## src/rtl/dac_spi_scheduler.sv

```systemverilog
`default_nettype none
// +-----------------------------------------------------------------------------+
// | dac_spi_scheduler: shares one 24-bit SPI DAC sender between an audio port   |
// | (A, priority with burst limit) and an aux port (B); sends INIT_WORD first.  |
// | Revision: 1.0                                                               |
// +-----------------------------------------------------------------------------+
module dac_spi_scheduler #(
    parameter int          SAMPLE_DIVIDER = 1000,
    parameter logic [23:0] INIT_WORD      = 24'h380001,
    parameter int          A_BURST        = 2,
    parameter int          ACK_TIMEOUT    = 255
) (
    input  logic        i_Clock,
    input  logic        i_Reset_n,
    output logic        o_Sample_Tick,
    input  logic        i_A_Req,
    input  logic [23:0] i_A_Data,
    output logic        o_A_Done,
    input  logic        i_B_Req,
    input  logic [23:0] i_B_Data,
    output logic        o_B_Done,
    output logic [23:0] o_DAC_Data,
    output logic        o_DAC_Send,
    input  logic        i_DAC_Ready,
    output logic        o_Init_Done,
    output logic        o_A_Overrun,
    output logic        o_Timeout
);

    localparam logic [15:0] TICK_LAST = 16'(SAMPLE_DIVIDER - 1);
    localparam logic [15:0] ACK_LIMIT = 16'(ACK_TIMEOUT);
    localparam logic [7:0]  BURST_MAX = 8'(A_BURST);

    typedef enum logic [2:0] {
        ST_INIT   = 3'd0,
        ST_IDLE   = 3'd1,
        ST_SEND   = 3'd2,
        ST_ACCEPT = 3'd3,
        ST_DRAIN  = 3'd4
    } state_t;

    typedef enum logic [1:0] {
        SRC_INIT = 2'd0,
        SRC_A    = 2'd1,
        SRC_B    = 2'd2
    } src_t;

    state_t      state_q, state_d;
    src_t        src_q, src_d;
    logic [23:0] dac_data_q, dac_data_d;
    logic        send_q, send_d;
    logic        a_pend_q, a_pend_d;
    logic [23:0] a_data_q, a_data_d;
    logic        b_pend_q, b_pend_d;
    logic [23:0] b_data_q, b_data_d;
    logic        a_done_q, a_done_d;
    logic        b_done_q, b_done_d;
    logic        init_done_q, init_done_d;
    logic        overrun_q, overrun_d;
    logic        timeout_q, timeout_d;
    logic [7:0]  burst_q, burst_d;
    logic [15:0] ack_cnt_q, ack_cnt_d;
    logic [15:0] tick_cnt_q, tick_cnt_d;
    logic        tick_q, tick_d;
    logic        grant_a, grant_b;

    always_comb begin
        state_d     = state_q;
        src_d       = src_q;
        dac_data_d  = dac_data_q;
        send_d      = send_q;
        a_pend_d    = a_pend_q;
        a_data_d    = a_data_q;
        b_pend_d    = b_pend_q;
        b_data_d    = b_data_q;
        a_done_d    = 1'b0;
        b_done_d    = 1'b0;
        init_done_d = init_done_q;
        overrun_d   = overrun_q;
        timeout_d   = timeout_q;
        burst_d     = burst_q;
        ack_cnt_d   = ack_cnt_q;
        tick_cnt_d  = tick_cnt_q;
        tick_d      = 1'b0;
        grant_a     = 1'b0;
        grant_b     = 1'b0;

        case (state_q)
            ST_INIT: begin
                dac_data_d = INIT_WORD;
                src_d      = SRC_INIT;
                ack_cnt_d  = 16'd0;
                state_d    = ST_SEND;
            end
            ST_IDLE: begin
                if (i_DAC_Ready) begin
                    if (a_pend_q && (!b_pend_q || (burst_q < BURST_MAX))) begin
                        grant_a = 1'b1;
                    end else if (b_pend_q) begin
                        grant_b = 1'b1;
                    end
                end
                if (grant_a) begin
                    dac_data_d = a_data_q;
                    src_d      = SRC_A;
                    burst_d    = b_pend_q ? (burst_q + 8'd1) : 8'd1;
                    ack_cnt_d  = 16'd0;
                    state_d    = ST_SEND;
                end else if (grant_b) begin
                    dac_data_d = b_data_q;
                    src_d      = SRC_B;
                    burst_d    = 8'd0;
                    ack_cnt_d  = 16'd0;
                    state_d    = ST_SEND;
                end
            end
            ST_SEND: begin
                send_d    = 1'b1;
                ack_cnt_d = 16'd1;
                state_d   = ST_ACCEPT;
            end
            ST_ACCEPT: begin
                if (!i_DAC_Ready) begin
                    send_d  = 1'b0;
                    state_d = ST_DRAIN;
                end else if (ack_cnt_q >= ACK_LIMIT) begin
                    // Abort: a stuck init must not stall the design forever.
                    send_d    = 1'b0;
                    timeout_d = 1'b1;
                    if (src_q == SRC_INIT) begin
                        init_done_d = 1'b1;
                    end
                    state_d = ST_IDLE;
                end else begin
                    ack_cnt_d = ack_cnt_q + 16'd1;
                end
            end
            ST_DRAIN: begin
                if (i_DAC_Ready) begin
                    case (src_q)
                        SRC_A:   a_done_d    = 1'b1;
                        SRC_B:   b_done_d    = 1'b1;
                        default: init_done_d = 1'b1;
                    endcase
                    state_d = ST_IDLE;
                end
            end
            default: state_d = ST_INIT;
        endcase

        // A grant in the same cycle as a request consumes the old word.
        if (grant_a) begin
            a_pend_d = 1'b0;
        end
        if (i_A_Req) begin
            a_pend_d = 1'b1;
            a_data_d = i_A_Data;
            if (a_pend_q && !grant_a) begin
                overrun_d = 1'b1;
            end
        end
        if (grant_b) begin
            b_pend_d = 1'b0;
        end
        if (i_B_Req) begin
            b_pend_d = 1'b1;
            b_data_d = i_B_Data;
        end

        if (init_done_q) begin
            if (tick_cnt_q == TICK_LAST) begin
                tick_cnt_d = 16'd0;
                tick_d     = 1'b1;
            end else begin
                tick_cnt_d = tick_cnt_q + 16'd1;
            end
        end
    end

    always_ff @(posedge i_Clock or negedge i_Reset_n) begin
        if (!i_Reset_n) begin
            state_q     <= ST_INIT;
            src_q       <= SRC_INIT;
            dac_data_q  <= 24'd0;
            send_q      <= 1'b0;
            a_pend_q    <= 1'b0;
            a_data_q    <= 24'd0;
            b_pend_q    <= 1'b0;
            b_data_q    <= 24'd0;
            a_done_q    <= 1'b0;
            b_done_q    <= 1'b0;
            init_done_q <= 1'b0;
            overrun_q   <= 1'b0;
            timeout_q   <= 1'b0;
            burst_q     <= 8'd0;
            ack_cnt_q   <= 16'd0;
            tick_cnt_q  <= 16'd0;
            tick_q      <= 1'b0;
        end else begin
            state_q     <= state_d;
            src_q       <= src_d;
            dac_data_q  <= dac_data_d;
            send_q      <= send_d;
            a_pend_q    <= a_pend_d;
            a_data_q    <= a_data_d;
            b_pend_q    <= b_pend_d;
            b_data_q    <= b_data_d;
            a_done_q    <= a_done_d;
            b_done_q    <= b_done_d;
            init_done_q <= init_done_d;
            overrun_q   <= overrun_d;
            timeout_q   <= timeout_d;
            burst_q     <= burst_d;
            ack_cnt_q   <= ack_cnt_d;
            tick_cnt_q  <= tick_cnt_d;
            tick_q      <= tick_d;
        end
    end

    assign o_Sample_Tick = tick_q;
    assign o_A_Done      = a_done_q;
    assign o_B_Done      = b_done_q;
    assign o_DAC_Data    = dac_data_q;
    assign o_DAC_Send    = send_q;
    assign o_Init_Done   = init_done_q;
    assign o_A_Overrun   = overrun_q;
    assign o_Timeout     = timeout_q;

endmodule
`default_nettype wire

```

## config.mk

```make
export PLATFORM = sky130hd
export DESIGN_NAME = dac_spi_scheduler
export DESIGN_NICKNAME = d
export VERILOG_FILES = /design/src/rtl/dac_spi_scheduler.sv
export SDC_FILE = /design/constraint.sdc
export NUM_CORES = 1
export LEC_CHECK = 0
export CELL_PAD_IN_SITES_DETAIL_PLACEMENT = 0
export CELL_PAD_IN_SITES_GLOBAL_PLACEMENT = 1
export CORE_MARGIN = 1
export CORE_UTILIZATION = 40
export CTS_BUF_LIST = sky130_fd_sc_hd__clkbuf_4
export DETAILED_ROUTE_END_ITERATION = 12
export MAX_ROUTING_LAYER = met4
export PLACE_DENSITY = 0.86
export SYNTH_ARGS = -nofsm -noshare
export SYNTH_HDL_FRONTEND = slang
export SYNTH_SLANG_ARGS = --single-unit
```

## constraint.sdc

```tcl
create_clock -name i_Clock -period 1.79 [get_ports i_Clock]
set_input_delay 0.358 -clock i_Clock [delete_from_list [all_inputs] [get_ports i_Clock]]
set_output_delay 0.358 -clock i_Clock [all_outputs]
set_load 0.03 [all_outputs]
```

==> flow_metrics.tcl <==
set metrics [dict create \
    tightest_slew_ns 0.499 \
    vias 3788 \
    rr_endpoint "o_DAC_Data[10]" \
    nNetsFinal 611 \
    yosys.area.top_type "dfrtp_1" \
    die-area_um2 13700 \
    cp-end-kind "register" \
    design_area_um2 6970 \
    ant_nets 0 \
    final_util_pct 54.8 \
    detail_route.wl_per_cell_um 15.7 \
    synth_warnings 0 \
    cts.clk_slew.worst_paths_ns 0.11 \
    fp.coreArea_um2 12700 \
    grt_setup_unrepaired "yes" \
    cts_sinks 126 \
    drv_cap 0 \
    leakagePower_nw 3.11 \
    yosysMostFrequentCell "dfrtp_1" \
    yosys-top-cells-area "dfrtp_1 (60%), mux2_2 (8.5%), a221o_1 (3.0%), nor2b_1 (2.6%), nand2_1 (1.9%)" \
    antenna_found_initial 0 \
    drt_iter0_markers 179 \
    status "finished, violations left" \
    synth_common_cells "dfrtp_1 (126), mux2_2 (40), nand2_1 (27)" \
    diodes 0 \
    powerDensity_nw_per_um2 1230 \
    crit_family "simple AND/OR/NAND/NOR gates" \
    fin_crit_ns 1.95 \
    seq_area_um2 3150 \
    synth_nets 489 \
    violations "negative setup slack" \
    crit_buf_inv 1 \
    grt_use_total_pct 19.2 \
    ctsRootBufferMaster "clkbuf_4" \
    die_w_um 117 \
    r2r-start "burst_q[5]" \
    startpoint_type "register" \
    cts_tree "done" \
    reg2reg_setup_slack_ns -0.16 \
    seq_area_frac_synth_pct 59.7 \
    grt_pass1_wl_um 18800 \
    multi_input_area_um2 2060 \
    wl_um 11500 \
    critPathRequiredTime_ns 2.23 \
    synth_top_area_share_pct 59.7 \
    max_freq_mhz 512 \
    slew_headroom_pct 66.5 \
    ys.flop_type "dfrtp_1" \
    grt_max_degree 54 \
    first_pass_iters 4 \
    grt-ovfl-total 0 \
    cp_num_cells 5 \
    syn_inst 430 \
    setup_slack_ns -0.163 \
    syn2layout_area_growth_pct 32.1 \
    max_stage_delay_ns 0.55 \
    synth.avg_cell_area_um2 12.3 \
    fp-row-count 41 \
    reg2reg_depth 5 \
    gp_congestion 0.779 \
    worst_clock_skew_ns 0.0126 \
    crit_slowest_cell "or4_4" \
    max-clock-path-buffers 2 \
    die_h_um 117 \
    placed_area_um2 6550 \
    cts_max_level 4 \
    clock_latency_ns 0.55 \
    slew_viol_final 0 \
    setup_viol 30 \
    first_global_vias 3845 \
    worstSetupPathType "register to register" \
    fin_setup_tns_ns -3.79 \
    synthesis.area_um2 5280 \
    cts_buffers 17 \
    initial_utilization_pct 41.5 \
    via_per_inst 5.14 \
    drive_above_1_share_pct 23.5 \
    synth-edff-count 0 \
    finalHoldViolCount 0 \
    ys_async_sr_fraction_pct 100 \
    yosysUniqueCellTypes 51 \
    hpwl_um 7540 \
    cp_max_fo 6 \
    ir_drop_uv 599 \
    hold_class "input pin to asynchronous set/reset pin" \
    synth_seq_cells 126 \
    fillCellCount 1110 \
    finalCritPeriodShare_pct 109 \
    path_cells "or4_4, nor4b_4, buf_6, nor2_2, a221o_1" \
    drc_errors 0 \
    port_buffers 83 \
    cp_data_arrival_time_ns 2.39 \
    pin_count 84 \
]
[layout make-up]
type / count / area share [%]
multi-input cells: 268 / 29.5
well taps: 172 / 3.09
inverters: 16 / 0.861
clock inverters: 13 / 1.78
flip-flops and latches: 126 / 45.2
clock buffers: 19 / 2.05
repair buffers: 123 / 17.5
[worst max-delay path by stage]
stage | slack [ns] | startpoint | to
global placement | -0.58 | i_DAC_Ready | o_DAC_Data[21]
detailed placement | -0.65 | i_DAC_Ready | o_DAC_Data[0]
global route | -0.24 | burst_q[5] | o_DAC_Data[1]
CTS | -0.24 | burst_q[5] | o_DAC_Data[16]
finish | -0.16 | burst_q[5] | o_DAC_Data[10]
floorplan | -0.10 | burst_q[5] | o_DAC_Data[10]
[state kept, by name, summed over array words and instances, names as in the netlist, 2 cells and up]
signal and cells:
a_data_q 24, ack_cnt_q 16, b_data_q 24, burst_q 8
o_DAC_Data 24, src_q 2, state_q 3, tick_cnt_q 16
[stage by stage]
stage | instances | worst slack [ns] | hold slack (ns) | power [mW]
2_1_floorplan | 430 | -0.103 | 0.0624 | 5.33
3_3_place_gp | 696 | -0.581 | 0.303 | 6.52
3_5_place_dp | 696 | -0.648 | 0.305 | 6.61
4_1_cts | 734 | -0.242 | 0.241 | 8.57
5_1_grt | 737 | -0.241 | 0.277 | 9.08
6_report | 737 | -0.163 | 0.261 | 8.58
[power breakdown]
group          internal [mW]  leakage [nW]  switching, mW  total, mW
Clock                  0.834         0.134           1.04       1.87
Combinational           1.46          1.40           1.59       3.06
Sequential              3.31          1.58          0.337       3.65
[logic make-up after synthesis]
family | share of synthesized area [%]
DFF | 59.7
AOI/OAI and AO/OA | 10.8
and+or+nand+nor | 14.1
xor gates and xnor gates | 1.99
muxes | 8.72
buffers and inverters | 3.22
adders and majority gates | 1.42
[metal layers]
layer	global-route usage, %	routed length, µm	vias to the layer above	part of all wire [%]
li1	-	-	1798	-
met1	24.0	5190	1874	45
met2	28.5	5440	98	47
met3	6.95	758	18	6.6
met4	7.34	165	0	1.4
met5	-	0	-	0
[cells in the final DEF, fill, tap and decap left out, drive strengths merged, types with 3 or more instances in the layout]
master         count
o211ai             3
inv               16
and2               9
or3                3
nand2b             5
o21bai             3
clkdlybuf4s50     51
o21ai             18
nand4             11
clkdlybuf4s15      3
o31ai              4
nor2b             22
a221oi             4
ha                 6
nand2             27
mux2              40
nand3              7
nor4               4
xnor2             11
a21oi              9
a221o             20
nor3               4
o22ai              3
buf               39
and2b              7
dfrtp            126
or4                5
dlygate4sd2       28
clkbuf            20
nor2              22
clkinv             7
clkinvlp           4
[worst register-to-register path: stages, from the launching register on]
cell and delay, ns:
dfrtp_1 0.39, or4_4 0.55, nor4b_4 0.27, buf_6 0.19
nor2_2 0.09, a221o_1 0.37
[repair_timing]
item                       in CTS  in global routing
gates resized for setup        41                 14
gates cloned                    4                  2
pin swaps                      19                 14
setup endpoints to repair      61                 40
hold buffers                    1                  0
hold endpoints to repair       23                  0
buffers inserted                1                  1
Power figures use the tool's default switching activity.
